### src/rtl/cpu_reset_pkg.sv
// Shared types and default parameters for the CPU reset sequencer.
package cpu_reset_pkg;

  typedef enum logic [1:0] {
    ASSERT  = 2'd0,
    RELEASE = 2'd1,
    RUN     = 2'd2,
    DRAIN   = 2'd3
  } rst_state_t;

  localparam int unsigned DefaultNumDomains = 4;
  localparam int unsigned DefaultStretchW   = 7;
  localparam int unsigned DefaultStageGap   = 4;
  localparam int unsigned DefaultSyncStages = 2;
  localparam int unsigned DefaultTimeoutW   = 8;

endpackage

### src/rtl/reset_sync.sv
// Async-assert, sync-deassert reset synchroniser; output is active-low.
module reset_sync #(
  parameter int unsigned SYNC_STAGES = 2
) (
  input  logic clk,
  input  logic arst_n,
  output logic sync_rst_n
);

  logic [SYNC_STAGES-1:0] sync_q;

  always_ff @(posedge clk or negedge arst_n) begin
    if (!arst_n) begin
      sync_q <= '0;
    end else begin
      sync_q <= {sync_q[SYNC_STAGES-2:0], 1'b1};
    end
  end

  assign sync_rst_n = sync_q[SYNC_STAGES-1];

endmodule

### src/rtl/cpu_reset_seq.sv
// CPU reset sequencer: stretches aresetn, releases domains in staggered order, handles warm reset.
module cpu_reset_seq
  import cpu_reset_pkg::*;
#(
  parameter int unsigned NUM_DOMAINS = DefaultNumDomains,
  parameter int unsigned STRETCH_W   = DefaultStretchW,
  parameter int unsigned STAGE_GAP   = DefaultStageGap,
  parameter int unsigned SYNC_STAGES = DefaultSyncStages,
  parameter int unsigned TIMEOUT_W   = DefaultTimeoutW
) (
  input  logic                   aclk,
  input  logic                   aresetn,
  input  logic                   soft_rst_req,
  input  logic [NUM_DOMAINS-1:0] domain_idle,
  output logic [NUM_DOMAINS-1:0] rst_n_o,
  output logic                   all_released,
  output logic                   soft_rst_ack,
  output logic                   drain_timeout,
  output logic                   busy
);

  localparam int unsigned DomW = $clog2(NUM_DOMAINS) + 1;
  localparam int unsigned GapW = $clog2(STAGE_GAP) + 1;

  localparam logic [STRETCH_W-1:0] StretchLast = '1;
  localparam logic [TIMEOUT_W-1:0] TimeoutLast = '1;
  localparam logic [DomW-1:0]      DomEnd      = DomW'(NUM_DOMAINS);
  localparam logic [GapW-1:0]      GapLast     = GapW'(STAGE_GAP - 1);

  logic run;

  rst_state_t             state_q, state_d;
  logic [STRETCH_W-1:0]   stretch_q, stretch_d;
  logic [DomW-1:0]        dom_q, dom_d;
  logic [GapW-1:0]        gap_q, gap_d;
  logic [TIMEOUT_W-1:0]   timeout_q, timeout_d;
  logic [NUM_DOMAINS-1:0] rst_q, rst_d;
  logic                   ack_q, ack_d;
  logic                   tmo_q, tmo_d;
  logic                   rel_q, busy_q;

  reset_sync #(
    .SYNC_STAGES (SYNC_STAGES)
  ) u_reset_sync (
    .clk        (aclk),
    .arst_n     (aresetn),
    .sync_rst_n (run)
  );

  always_comb begin
    state_d   = state_q;
    stretch_d = stretch_q;
    dom_d     = dom_q;
    gap_d     = gap_q;
    timeout_d = timeout_q;
    rst_d     = rst_q;
    ack_d     = 1'b0;
    tmo_d     = 1'b0;

    unique case (state_q)
      ASSERT: begin
        rst_d = '0;
        if (stretch_q == StretchLast) begin
          state_d   = RELEASE;
          stretch_d = '0;
          dom_d     = '0;
          gap_d     = '0;
        end else begin
          stretch_d = stretch_q + 1'b1;
        end
      end

      RELEASE: begin
        if (dom_q == DomEnd) begin
          state_d = RUN;
        end else if ((dom_q == '0) || (gap_q == GapLast)) begin
          // First domain goes immediately; later ones wait STAGE_GAP cycles each.
          for (int i = 0; i < NUM_DOMAINS; i++) begin
            if (dom_q == DomW'(i)) begin
              rst_d[i] = 1'b1;
            end
          end
          dom_d = dom_q + 1'b1;
          gap_d = '0;
        end else begin
          gap_d = gap_q + 1'b1;
        end
      end

      RUN: begin
        if (soft_rst_req) begin
          state_d   = DRAIN;
          timeout_d = '0;
        end
      end

      DRAIN: begin
        timeout_d = timeout_q + 1'b1;
        // Idle exit is checked first so it wins a tie with the timeout.
        if (&domain_idle) begin
          state_d   = ASSERT;
          rst_d     = '0;
          ack_d     = 1'b1;
          timeout_d = '0;
        end else if (timeout_q == TimeoutLast) begin
          state_d   = ASSERT;
          rst_d     = '0;
          ack_d     = 1'b1;
          tmo_d     = 1'b1;
          timeout_d = '0;
        end
      end

      default: begin
        state_d = ASSERT;
        rst_d   = '0;
      end
    endcase
  end

  always_ff @(posedge aclk or negedge aresetn) begin
    if (!aresetn) begin
      state_q   <= ASSERT;
      stretch_q <= '0;
      dom_q     <= '0;
      gap_q     <= '0;
      timeout_q <= '0;
      rst_q     <= '0;
      ack_q     <= 1'b0;
      tmo_q     <= 1'b0;
      rel_q     <= 1'b0;
      busy_q    <= 1'b1;
    end else if (run) begin
      state_q   <= state_d;
      stretch_q <= stretch_d;
      dom_q     <= dom_d;
      gap_q     <= gap_d;
      timeout_q <= timeout_d;
      rst_q     <= rst_d;
      ack_q     <= ack_d;
      tmo_q     <= tmo_d;
      rel_q     <= (state_d == RUN);
      busy_q    <= (state_d != RUN);
    end
  end

  assign rst_n_o       = rst_q;
  assign all_released  = rel_q;
  assign soft_rst_ack  = ack_q;
  assign drain_timeout = tmo_q;
  assign busy          = busy_q;

endmodule

### config.mk
export PLATFORM = sky130hd
export DESIGN_NAME = cpu_reset_seq
export DESIGN_NICKNAME = d
export VERILOG_FILES = /design/src/rtl/cpu_reset_pkg.sv /design/src/rtl/reset_sync.sv /design/src/rtl/cpu_reset_seq.sv
export SDC_FILE = /design/constraint.sdc
export NUM_CORES = 1
export LEC_CHECK = 0
export BUFFER_PORTS_ARGS = -buffer_cell sky130_fd_sc_hd__buf_4
export CAP_MARGIN = 40
export CORE_UTILIZATION = 30
export DETAILED_ROUTE_END_ITERATION = 8
export PLACE_DENSITY_LB_ADDON = 0.2
export SLEW_MARGIN = 5
export SYNTH_ARGS = -nofsm -noshare
export SYNTH_HDL_FRONTEND = slang
export SYNTH_SLANG_ARGS = --single-unit
### constraint.sdc
create_clock -name aclk -period 1.99 [get_ports aclk]
set_input_delay 0.2985 -clock aclk [delete_from_list [all_inputs] [get_ports aclk]]
set_output_delay 0.2985 -clock aclk [all_outputs]
set_load 0.01 [all_outputs]
==> impl_metrics.yaml <==
hold_path:
  hp-class: "reg2reg"
  whs_path_depth: 0
  hold-path-endpoint: "u_reset_sync.sync_q[1]"
  hold_path.startpoint: "u_reset_sync.sync_q[0]"
global_routing:
  vias_in_the_first_global_route: 1292
  overflow: 0
  grt_pass1_wl_um: 6130
  grt_max_degree: 34
  grt_usage_pct: 12.9
  initial_antenna_violation_count: 0
sta:
  period_minus_slack_ps: 1810
  timing.setup.tns_ps: 0
  timing.final.max_slew_violations: 0
  finalHoldViolCount: 0
  clock_skew_ps: 4.95
  fmaxAchievable_mhz: 554
  rsz_0062_raised_after_global_routing: "false"
  finalCritPeriodShare_pct: 90.8
  layout_setup_ws_ps: 184
  setup_viol: 0
clock_tree:
  cts-buffers-inserted: 5
  cts.htree.levels: 2
  worst_setup_hold_path_clk_slew_ps: 70
  clock_tree.root_cell: "clkbuf_8"
  cts_repair_resize_count: 0
  worstSkewPairLatency_ps: 280
  cts.sinks: 33
  clock_path_buffers: 2
  cts_tree: "built"
detailed_routing:
  pre_repair_dr_iteration_count: 4
  remaining_drc_errors: 0
  vias: 1336
  wire_per_inst_um: 13.6
  ant_nets: 0
  wl_um: 3560
  drt_iter0_markers: 31
  viasPerCell: 5.10
place:
  dpl.cell_count: 253
  placement.io_buffers: 14
  dpl_worst_slack_ps: 188
  place.detailed.hpwl_um: 2690
  gp_congestion: 0.771
worst_setup_path:
  critical_path.reg2reg.startpoint: "dom_q[0]"
  reg2regPathDepth: 5
  worst-setup-path-type: "reg2reg"
  timing.critical_path.cells: "inv_1, ha_1, a211o_1, nand3_2, mux2_1"
  crit_required_ps: 2150
  longest_individual_stage_delay_on_the_worst_path_ps: 420
  worst-r2r-setup-slack_ps: 180
  path_max_fanout: 7
  worst_path_max_delay_cell: "dfrtp_1"
  largest_delay_share_family_worst_path: "flip-flops"
  timing.critical_path.buf_inv: 1
  timing.critical_path.from_type: "flip-flop"
  worst_flop_to_flop_path_endpoint: "dom_q[0]"
  worstSetupEndpointType: "flip-flop"
  worst_ep_arrival_time_ps: 1970
floorplanning:
  core_area_um2: 5540
  die_width_um: 78.2
  floorplan.io_pins: 15
  std_cell_rows: 27
  start_util_pct: 31.5
  die_h_um: 78.2
  die_area_um2: 6120
synth:
  netlist.area_leader.share_pct: 45.9
  synth_top_cells_by_area: "dfrtp_1 (46%), ha_1 (6.5%), xnor2_1 (3.5%)"
  ys_async_sr_fraction_pct: 100
  syn_avg_cell_area_um2: 10.4
  synthesis.nets: 184
  synth-edff-count: 0
  synth-seq-area-share_pct: 47.5
  synth_area_leader_cell: "dfrtp_1"
  mappedNetlistArea_um2: 1740
  syn-instance-count: 168
  ys_seq_elements: 33
  synthDistinctLibCells: 44
  top_reg_cell_synth: "dfrtp_1"
  synth.yosys.warnings: 0
finish:
  layout-drive-gt1-share_pct: 18.9
  syn2layout_area_growth_pct: 17.7
  antenna_cells: 0
  post_route_insts_no_fill: 262
  fill_cells: 556
  final_core_utilization_pct: 37.0
  nNetsFinal: 205
run_status:
  result_of_the_run: "completed"
power_and_ir_drop:
  power_per_cell_area_nw_per_um2: 1170
  total_power_of_the_final_layout_uw: 2400
  vdd.ir_drop.worst_mv: 0.433
  power.static_leakage_uw: 0.000917
flow_run:
  max_cap_viol_count: 0
cell type report:
cell class                      count  area, um^2  share of cell area (%)
Sequential cell                    33         827                    40.3
Inverter                           11        41.3                    2.01
Clock inverter                      1        5.00                   0.244
Clock buffer                        7        96.3                    4.70
Timing Repair Buffer               18         138                    6.71
Multi-Input combinational cell    120         853                    41.6
Tap cell                           72        90.1                    4.39
cell families (layout without fill, tap and decap cells):
logic type	count (synthesis)	after routing	synth area share [%]
flops	33	33	47.5
compound gates	34	34	14.5
other cells	1	1	0.215
mux	8	8	5.02
xor+xnor	8	8	4.02
simple gates	60	60	18.7
buf+inv	15	37	3.59
fa+ha+maj	9	9	6.46
report_power, final:
part,leakage [uW],internal [uW],switching [uW]
clock network,0.0000542,313,243
logic,0.000435,375,413
registers,0.000427,844,216
total,0.000917,1530,872
worst max-delay path by stage:
stage | startpoint | endpoint | slack [ps] | depth (start not counted)
after floorplan | gap_q[0] | dom_q[0] | 370 | 5
after global placement | dom_q[0] | dom_q[2] | 270 | 5
after detailed placement | dom_q[0] | dom_q[0] | 190 | 5
after CTS | dom_q[0] | dom_q[0] | 180 | 5
after global routing | timeout_q[0] | all_released | 60 | 5
final | dom_q[0] | dom_q[0] | 180 | 5
synth_stat cells, types with 2 or more instances:
library cell	number
a211oi_1	2
a21o_1	2
a31oi_1	5
and2_1	2
buf_2	2
dfrtp_1	32
ha_1	9
inv_1	11
mux2_1	5
mux2i_1	2
nand2_1	10
nand2b_1	3
nand3_1	6
nand4_1	5
nand4_2	2
nor2_1	16
nor2b_1	2
nor3_1	8
o211a_1	3
o211ai_1	3
o21ai_0	7
o21ai_1	3
xnor2_1	7
state kept, by name, indices dropped and copies added, names as in the netlist:
signal	flops
all_released	1
rst_n_o	4
u_reset_sync.sync_q	2
soft_rst_ack	1
state_q	2
dom_q	3
drain_timeout	1
stretch_q	7
timeout_q	8
busy	1
gap_q	3
layout by cell type (no fill, tap or decap), types with 5 or more instances in the layout:
cell type | Yosys | final
a31oi_1 | 5 | 5
buf_4 | 1 | 17
clkbuf_8 | 0 | 7
dfrtp_1 | 32 | 32
ha_1 | 9 | 9
inv_1 | 11 | 11
mux2_1 | 5 | 5
nand2_1 | 10 | 10
nand3_1 | 6 | 6
nand4_1 | 5 | 5
nor2_1 | 16 | 16
nor3_1 | 8 | 8
o21ai_0 | 7 | 7
xnor2_1 | 7 | 7
through the flow:
stage	hold slack (ps)	cell area [um^2]
after detailed placement	275	1940
after global placement	266	1940
after global routing	369	2050
final	351	2050
after floorplan	2.91	1740
after CTS	357	2050
routing by layer:
| layer | wire (um) | global-route usage (%) | share of wire (%) |
|---|---|---|---|
| met5 | 0 | 0 | 0 |
| met3 | 104 | 3.14 | 2.9 |
| met1 | 1630 | 16.0 | 46 |
| met2 | 1780 | 21.8 | 50 |
| met4 | 46 | 4.81 | 1.3 |
what timing repair did:
item / CTS / global route
hold buffers: 1 / 0
setup buffers: 0 / 0
hold endpoints to repair: 32 / 0
(Power assumes the default switching activity.)
